**config.mk**
```make
export PLATFORM = sky130hd
export DESIGN_NAME = audio_pwm_modulator
export DESIGN_NICKNAME = d
export VERILOG_FILES = /design/src/rtl/audio_pwm_modulator_pkg.sv /design/src/rtl/audio_pwm_modulator_pwm_core.sv /design/src/rtl/audio_pwm_modulator.sv
export SDC_FILE = /design/constraint.sdc
export NUM_CORES = 1
export LEC_CHECK = 0
export BUFFER_PORTS_ARGS = -buffer_cell sky130_fd_sc_hd__buf_4
export CAP_MARGIN = 20
export CORE_AREA = 2 2 53 55
export CTS_BUF_LIST = sky130_fd_sc_hd__clkbuf_8
export DETAILED_ROUTE_END_ITERATION = 12
export DIE_AREA = 0 0 55 57
export PLACE_DENSITY = 0.94
export SLEW_MARGIN = 20
export SYNTH_ARGS = -nofsm -noshare
export SYNTH_HDL_FRONTEND = slang
export SYNTH_HIERARCHICAL = 1
export SYNTH_SLANG_ARGS = --single-unit
```
**constraint.sdc**
```tcl
create_clock -name clk -period 4.2 [get_ports clk]
set_clock_uncertainty 0.05 [all_clocks]
set_input_delay 1.26 -clock clk [delete_from_list [all_inputs] [get_ports clk]]
set_output_delay 1.26 -clock clk [all_outputs]
set_load 0.005 [all_outputs]
```
**src/rtl/audio_pwm_modulator_pkg.sv**
```systemverilog
// -----------------------------------------------------------------------------
// audio_pwm_modulator_pkg
// Shared definitions for the audio PWM modulator: default sample and duty
// widths, and the encoding of the sample-to-duty conversion mode.
// -----------------------------------------------------------------------------
package audio_pwm_modulator_pkg;

    // Default signed sample width and PWM duty resolution.
    localparam int SAMPLE_W_DEF = 16;
    localparam int PWM_BITS_DEF = 8;

    // Conversion mode, sampled together with the audio sample at accept.
    typedef enum logic {
        MODE_MAG    = 1'b0,  // rectified magnitude
        MODE_OFFSET = 1'b1   // offset-binary (bipolar around mid-scale)
    } mode_e;

endpackage : audio_pwm_modulator_pkg

```
**src/rtl/audio_pwm_modulator_pwm_core.sv**
```systemverilog
// -----------------------------------------------------------------------------
// pwm_core
// Free-running period counter plus duty comparator. The counter runs
// 0..P-1 with P = 2^PWM_BITS - 1, so a duty of 2^PWM_BITS - 1 keeps the
// output high for the whole period and a duty of 0 keeps it low.
//
// Ports
//   clk      in   system clock, rising edge
//   reset    in   synchronous active-high reset
//   duty     in   active duty, must only change at a period boundary
//   pwm_out  out  registered (cnt < duty) of the previous cycle
//   wrap     out  high on the last count of the period (cnt == P-1)
// -----------------------------------------------------------------------------
module pwm_core
    import audio_pwm_modulator_pkg::*;
#(
    parameter int PWM_BITS = PWM_BITS_DEF
) (
    input  logic                clk,
    input  logic                reset,
    input  logic [PWM_BITS-1:0] duty,
    output logic                pwm_out,
    output logic                wrap
);

    // Last count value of a period: P-1 = 2^PWM_BITS - 2.
    localparam logic [PWM_BITS-1:0] CNT_LAST = {{(PWM_BITS-1){1'b1}}, 1'b0};

    logic [PWM_BITS-1:0] cnt_q, cnt_d;
    logic                pwm_q;

    always_comb begin
        wrap  = (cnt_q == CNT_LAST);
        cnt_d = wrap ? '0 : cnt_q + PWM_BITS'(1);
    end

    // NOTE: sequential state uses non-blocking assignments so every register
    // samples the pre-edge values, independent of statement order.
    always_ff @(posedge clk) begin
        if (reset) begin
            cnt_q <= '0;
            pwm_q <= 1'b0;
        end else begin
            cnt_q <= cnt_d;
            pwm_q <= (cnt_q < duty);
        end
    end

    assign pwm_out = pwm_q;

endmodule : pwm_core

```
**src/rtl/audio_pwm_modulator.sv**
```systemverilog
// -----------------------------------------------------------------------------
// audio_pwm_modulator
// Converts signed audio samples into a PWM duty and drives a PWM output.
// A sample is converted at accept time and parked in a one-entry holding
// register; the active duty only reloads from it when the period counter
// wraps, so the duty never changes mid-period.
//
// Ports
//   clk           in   system clock, rising edge
//   reset         in   synchronous active-high reset
//   sample_in     in   signed two's-complement audio sample
//   sample_valid  in   sample_in is valid this cycle
//   sample_ready  out  holding register empty (0 during reset)
//   mode          in   0 = magnitude, 1 = offset-binary; sampled at accept
//   pwm_out       out  registered PWM drive
//   period_start  out  one-cycle pulse on the first PWM cycle of a period
//
// Legal parameter range: 2 <= PWM_BITS <= SAMPLE_W-1.
// -----------------------------------------------------------------------------
module audio_pwm_modulator
    import audio_pwm_modulator_pkg::*;
#(
    parameter int SAMPLE_W = SAMPLE_W_DEF,
    parameter int PWM_BITS = PWM_BITS_DEF
) (
    input  logic                clk,
    input  logic                reset,
    input  logic [SAMPLE_W-1:0] sample_in,
    input  logic                sample_valid,
    output logic                sample_ready,
    input  logic                mode,
    output logic                pwm_out,
    output logic                period_start
);

    // Right-shifts that reduce each converted value to PWM_BITS bits.
    localparam int MAG_SHIFT = SAMPLE_W - 1 - PWM_BITS;
    localparam int OFF_SHIFT = SAMPLE_W - PWM_BITS;

    localparam logic [SAMPLE_W-1:0] MOST_NEG = {1'b1, {(SAMPLE_W-1){1'b0}}};

    // ------------------------------------------------------------------
    // Sample conversion
    // ------------------------------------------------------------------
    mode_e               mode_sel;
    logic [SAMPLE_W-1:0] neg_sample;
    logic [SAMPLE_W-2:0] sat_abs;
    logic [SAMPLE_W-1:0] offset_bin;
    logic [PWM_BITS-1:0] new_duty;

    // NOTE: every combinational output gets a default on entry so no path
    // leaves it unassigned, which would otherwise infer a latch.
    always_comb begin
        mode_sel   = mode_e'(mode);
        neg_sample = ~sample_in + SAMPLE_W'(1);
        sat_abs    = (SAMPLE_W-1)'(sample_in);
        new_duty   = '0;

        // |sample|, with the most negative value clipped to full scale
        // because its magnitude does not fit in SAMPLE_W-1 bits.
        if (sample_in == MOST_NEG) begin
            sat_abs = '1;
        end else if (sample_in[SAMPLE_W-1]) begin
            sat_abs = (SAMPLE_W-1)'(neg_sample);
        end

        // Adding 2^(SAMPLE_W-1) modulo 2^SAMPLE_W is just an MSB flip.
        offset_bin = {~sample_in[SAMPLE_W-1], sample_in[SAMPLE_W-2:0]};

        case (mode_sel)
            MODE_OFFSET: new_duty = PWM_BITS'(offset_bin >> OFF_SHIFT);
            default:     new_duty = PWM_BITS'(sat_abs >> MAG_SHIFT);
        endcase
    end

    // ------------------------------------------------------------------
    // Holding register handshake and active duty
    // ------------------------------------------------------------------
    logic                hold_full_q, hold_full_d;
    logic [PWM_BITS-1:0] hold_duty_q, hold_duty_d;
    logic [PWM_BITS-1:0] act_duty_q, act_duty_d;
    logic                accept;
    logic                wrap;

    assign sample_ready = ~hold_full_q & ~reset;
    assign accept       = sample_valid & sample_ready;

    // An accept needs an empty holding register and a wrap load needs a
    // full one, so the two never compete in the same cycle; an accept on
    // the wrap cycle therefore waits for the next wrap.
    always_comb begin
        hold_full_d = hold_full_q;
        hold_duty_d = hold_duty_q;
        act_duty_d  = act_duty_q;

        if (wrap && hold_full_q) begin
            act_duty_d  = hold_duty_q;
            hold_full_d = 1'b0;
        end

        if (accept) begin
            hold_full_d = 1'b1;
            hold_duty_d = new_duty;
        end
    end

    always_ff @(posedge clk) begin
        if (reset) begin
            hold_full_q <= 1'b0;
            act_duty_q  <= '0;
        end else begin
            hold_full_q <= hold_full_d;
            act_duty_q  <= act_duty_d;
        end
    end

    // NOTE: the held duty value is qualified by hold_full_q, so it needs no
    // reset; clearing the flag is enough to discard it.
    always_ff @(posedge clk) begin
        hold_duty_q <= hold_duty_d;
    end

    // ------------------------------------------------------------------
    // Period start marker
    // ------------------------------------------------------------------
    // cnt_zero_q is high exactly when the core's counter holds 0: after
    // reset (which clears the counter) and after every wrap. period_start
    // registers it so it lines up with pwm_out, which lags cnt by a cycle.
    logic cnt_zero_q;
    logic period_start_q;

    always_ff @(posedge clk) begin
        if (reset) begin
            cnt_zero_q     <= 1'b1;
            period_start_q <= 1'b0;
        end else begin
            cnt_zero_q     <= wrap;
            period_start_q <= cnt_zero_q;
        end
    end

    assign period_start = period_start_q;

    // ------------------------------------------------------------------
    // Counter and comparator
    // ------------------------------------------------------------------
    pwm_core #(
        .PWM_BITS (PWM_BITS)
    ) u_pwm_core (
        .clk     (clk),
        .reset   (reset),
        .duty    (act_duty_q),
        .pwm_out (pwm_out),
        .wrap    (wrap)
    );

endmodule : audio_pwm_modulator

```
-- Word level (Yosys, flattened, before mapping)
Cells that the tools add are included.
- $add $sub $neg: 2
- order comparisons: 1
- eq/ne operators: 2
- mux-type cells: 5
- bitwise operators: 6
- reduce and logical (&&, ||, !) cells: 3
- operator list (operator ; count):
    $mux W15 ; 2
    $eq A16 B16 Y1 const B ; 1
    $add A15 B1 Y15 const B ; 1
    $not A15 Y15 ; 1
    $add A8 B1 Y8 const B ; 1
    $eq A8 B8 Y1 const B ; 1
    $lt A8 B8 Y1 ; 1
    $mux W8 ; 1
    $not A1 Y1 ; 3
    $and A1 B1 Y1 ; 2
    $mux W1 ; 2
    $reduce_bool A2 Y1 ; 1
    $reduce_or A2 Y1 ; 1
    $logic_and A1 B1 Y1 ; 1
- bits in registers: 28
- input bits: 20
- output and inout bits: 3
- logic and storage cells: 26

-- Depth between registers and ports, before layout
- depth in word-level cells: 5
- mapped depth: 8
- gate-level depth less buffers: 7

-- Modules after synthesis
The synthesis kept the hierarchy.
- modules (own cells, without submodules) (module ; instances ; cells an instance ; area each (µm²) ; sequential area each (µm²)):
    audio_pwm_modulator ; 1 ; 114 ; 988.4 ; 460.4
    pwm_core ; 1 ; 63 ; 570.5 ; 180.2

-- Worst setup path after synthesis
OpenSTA, ideal clock, no wires.
- kind: input port to flip-flop
- start point: input port sample_in[4]
- end point: register hold_duty_q[3], data pin
- library setup time: 0.272 ns
- data arrival time: 2.394 ns
- required time: 3.878 ns
- path slack: 1.485 ns
- cell stages on the path: 4
- cells stage by stage: or4_4 -> o41ai_1 -> xor2_1 -> a22oi_1
- longest elaborated chain between the ends: 5
- elaborated cells between the ends (all ways): 6
- those cells by class: 1 x add/sub; 1 x eq/ne; 3 x mux; 1 x bitwise
- ends and longest elaborated chain (what ; RTL line ; source):
    from (decl) ; audio_pwm_modulator.sv:28 ; input logic [SAMPLE_W-1:0] sample_in,
    $not A15 Y15 ; audio_pwm_modulator.sv:55 ; neg_sample = ~sample_in + SAMPLE_W'(1);
    $add A15 B1 Y15 ; audio_pwm_modulator.sv:55 ;
    $mux W15 ; audio_pwm_modulator.sv:63 ; end else if (sample_in[SAMPLE_W-1]) begin
    $mux W15 (*) ; audio_pwm_modulator.sv:61 ; if (sample_in == MOST_NEG) begin
    $mux W8 (*) ; audio_pwm_modulator.sv:70 ; case (mode_sel)
    via new_duty[3] ; audio_pwm_modulator.sv:49 ; logic [PWM_BITS-1:0] new_duty;
    to (signal assigned) ; audio_pwm_modulator.sv:120 ; hold_duty_q <= hold_duty_d;
    to (decl) ; audio_pwm_modulator.sv:80 ; logic [PWM_BITS-1:0] hold_duty_q, hold_duty_d;
The timed path passes the listed nets; every way through them passes the cells marked *.
A chain may end at the register's enable or synchronous reset.

-- Worst setup path after layout
- start point: input port reset
- end point: output port sample_ready
- longest elaborated chain between the ends: 2
- ends and longest elaborated chain (what ; RTL line ; source):
    from (decl) ; audio_pwm_modulator.sv:27 ; input logic reset,
    $not A1 Y1 ; audio_pwm_modulator.sv:85 ; assign sample_ready = ~hold_full_q & ~reset;
    $and A1 B1 Y1 ; audio_pwm_modulator.sv:85 ;
    to (decl) ; audio_pwm_modulator.sv:30 ; output logic sample_ready,
Every way passes these cells.

==> impl_metrics.ini <==
[power_and_ir_drop]
vdd_drop_max_v = 0.0001806
power_frac_comb_pct = 13.5
seq_power_share_pct = 58.5
p_leak_nw = 0.6426
p_int_uw = 387.7
switching_power_uw = 120.4
p_sw_share_pct = 23.69
p_per_area_mw_per_mm2 = 286.4
clkPwrFrac_pct = 28.0

[floorplan]
die_y_um = 57
dieArea_sq_mm = 0.003135
io_pins = 23
dieWidth_um = 55
num_rows = 19
start_util_pct = 59.62
coreArea_sq_mm = 0.002615

[job]
drv_cap = 0

[clock_network]
cts_tree = done
htree_num_levels = 1
postCtsSetupRepairBufs = 0
hold_buffers = 0
clk_pin_slew_ps = 90
clock_latency_ps = 270
cts_num_sinks = 28
clockRootBuffer = clkbuf_8
cts_buffers = 3
ctsResizeCount = 0
clock_path_buffers = 2

[timing]
rsz0062_at_grt = false
drv_slew = 0
fin_crit_sh_pct = 71.28
setup-violations-final = 0
max_freq_mhz = 334.0
final_hold_viol_count = 0
worst_slew_pin_slew_ps = 662.5
tns_ps = 0
period_minus_slack_ps = 2994
max_slew_margin_pct = 55.67
fin_ws_ps = 1206

[detailed_routing]
drc = 0
vias = 1362
wl_per_cell_um = 14.42
drt_iter0_markers = 50
wl_met3_um = 136
ant_nets = 0
postRouteWirelength_um = 3259
viasPerCell = 6.027
met2RoutedLength_um = 1636
met1Wirelength_um = 1391
highest_layer = met4
dr.pass1.iters = 4

[final_layout]
final_common_cell = buf_4
area_delta_synth_final_pct = 13.80
final_cell_mix = buf_4 (22), dfxtp_1 (20), inv_1 (16)
num_antenna_cells = 0
layout-drive-gt1-share_pct = 16.92
fin_util_pct = 67.85
stdcell_count = 226
nets = 225

[logic_synthesis]
ys_seq_elements = 28
ys.warnings.count = 6
synth.avg_cell_area_sq_um = 8.808
ys_seq_area_share_pct = 41.09
synth.distinct_cells = 43
synth.cell_area_sq_mm = 0.001559
synth_nets = 206
syn-instance-count = 177

[place]
dpl.cell_count = 222
globalplace.congestion = 0.7998
io_buffers = 22
place_hpwl_um = 2493
place_ws_ps = 1205

[worst_hold_path]
min-delay-start = cnt_zero_q
hold_class = flop to flop

[worst_setup_path]
critPathLaunchType = primary input
crit_type = primary input to output pin
r2r_start = u_pwm_core/cnt_q[0]
cp-end-kind = output pin
worstPathMaxFanout = 16
crit_path_start = reset
worstPathArrival_ps = 1680
cp.required_ps = 2890

[grt]
track_usage_pct = 24.55
grt_max_degree = 20
antenna_found_initial = 0
overflow = 0
grt_pass1_wl_um = 5595
grt_pass1_vias = 1323

[outcome]
status = completed
-- synthesized netlist by cell type --
cell | number | area, sq um
dfxtp_1 | 20 | 400.4
inv_1 | 15 | 56.30
nand2_1 | 15 | 56.30
a21oi_1 | 13 | 65.06
nand3_1 | 13 | 65.06
nor2_1 | 11 | 41.29
ha_1 | 9 | 112.6
edfxtp_1 | 8 | 240.2
nor3_1 | 7 | 35.03
clkbuf_1 | 6 | 22.52
a211oi_1 | 4 | 30.03
a31oi_1 | 4 | 25.02
o21ai_0 | 4 | 20.02
nand4_1 | 3 | 18.77
nor2b_1 | 3 | 18.77
nor4_1 | 3 | 18.77
or3_1 | 3 | 18.77
xnor2_1 | 3 | 26.28
xor2_1 | 3 | 26.28
a21o_1 | 2 | 15.01
and3_1 | 2 | 12.51
o211ai_1 | 2 | 15.01
o31ai_1 | 2 | 15.01
o41ai_1 | 2 | 17.52
or4_4 | 2 | 22.52
a2111oi_0 | 1 | 8.760
a2111oi_2 | 1 | 15.01
a211oi_2 | 1 | 12.51
a22o_1 | 1 | 8.760
a22oi_1 | 1 | 7.510
a311oi_1 | 1 | 8.760
a31o_2 | 1 | 8.760
and2_1 | 1 | 6.260
and3_4 | 1 | 11.26
buf_1 | 1 | 3.750
buf_4 | 1 | 7.510
nand2b_1 | 1 | 6.260
nor3b_2 | 1 | 12.51
o2111a_1 | 1 | 11.26
o21ai_1 | 1 | 5.000
o21bai_2 | 1 | 11.26
o31a_1 | 1 | 8.760
or4b_1 | 1 | 10.01
-- metrics by stage --
step	power [mW]	cell area, sq um	hold WS (ps)
final	0.5081	1774	404.0
after global routing	0.5322	1774	425.3
after CTS	0.5099	1774	409.4
after detailed placement	0.3711	1729	389.7
after global placement	0.3670	1729	384.6
after floorplan	0.3407	1559	363.8
-- power by group through the flow --
stage	Sequential (mW)	Combinational (mW)	Clock [mW]
after floorplan	0.299	0.0418	0
after global placement	0.303	0.0638	0
after detailed placement	0.303	0.0676	0
after CTS	0.297	0.0678	0.145
after global routing	0.299	0.0766	0.157
final	0.297	0.0685	0.142
-- state kept, by name, summed over array words and instances (netlist names) --
register / cells
hold_duty_q: 8
period_start: 1
u_pwm_core/pwm_out: 1
cnt_zero_q: 1
act_duty_q: 8
hold_full_q: 1
u_pwm_core/cnt_q: 8
-- cell families after synthesis --
| family | share of synthesized area (%) |
|---|---|
| and+or+nand+nor | 22.71 |
| AOI/OAI and AO/OA | 19.82 |
| DFF | 41.09 |
| buffers and inverters | 5.778 |
| adders and majority gates | 7.223 |
| xor gates and xnor gates | 3.371 |
-- critical path: stages --
cell and delay [ps]:
buf_4 170, nor2_1 130, buf_4 130
-- final cells by class --
class / instances / area [sq um]
Clock buffer: 3 / 41.29
Clock inverter: 1 / 3.754
Fill cell: 199 / 840.8
Inverter: 15 / 56.30
Multi-Input combinational cell: 126 / 828.3
Sequential cell: 28 / 640.6
Tap cell: 31 / 38.79
Timing Repair Buffer: 22 / 165.2
-- final timing paths --
path	slack (ps)	end	cells past startpoint
setup / recovery	1210	sample_ready	3
setup reg to reg	2150	act_duty_q[2]	7
hold / removal	400	period_start	1
hold reg to reg	400	period_start	1
-- metal layers --
layer,up-vias,GRT usage [%]
met4,0,12.54
met5,-,0
met3,13,3.665
met2,50,40.82
li1,683,-
met1,616,29.98
Power figures use the tool's default switching activity.
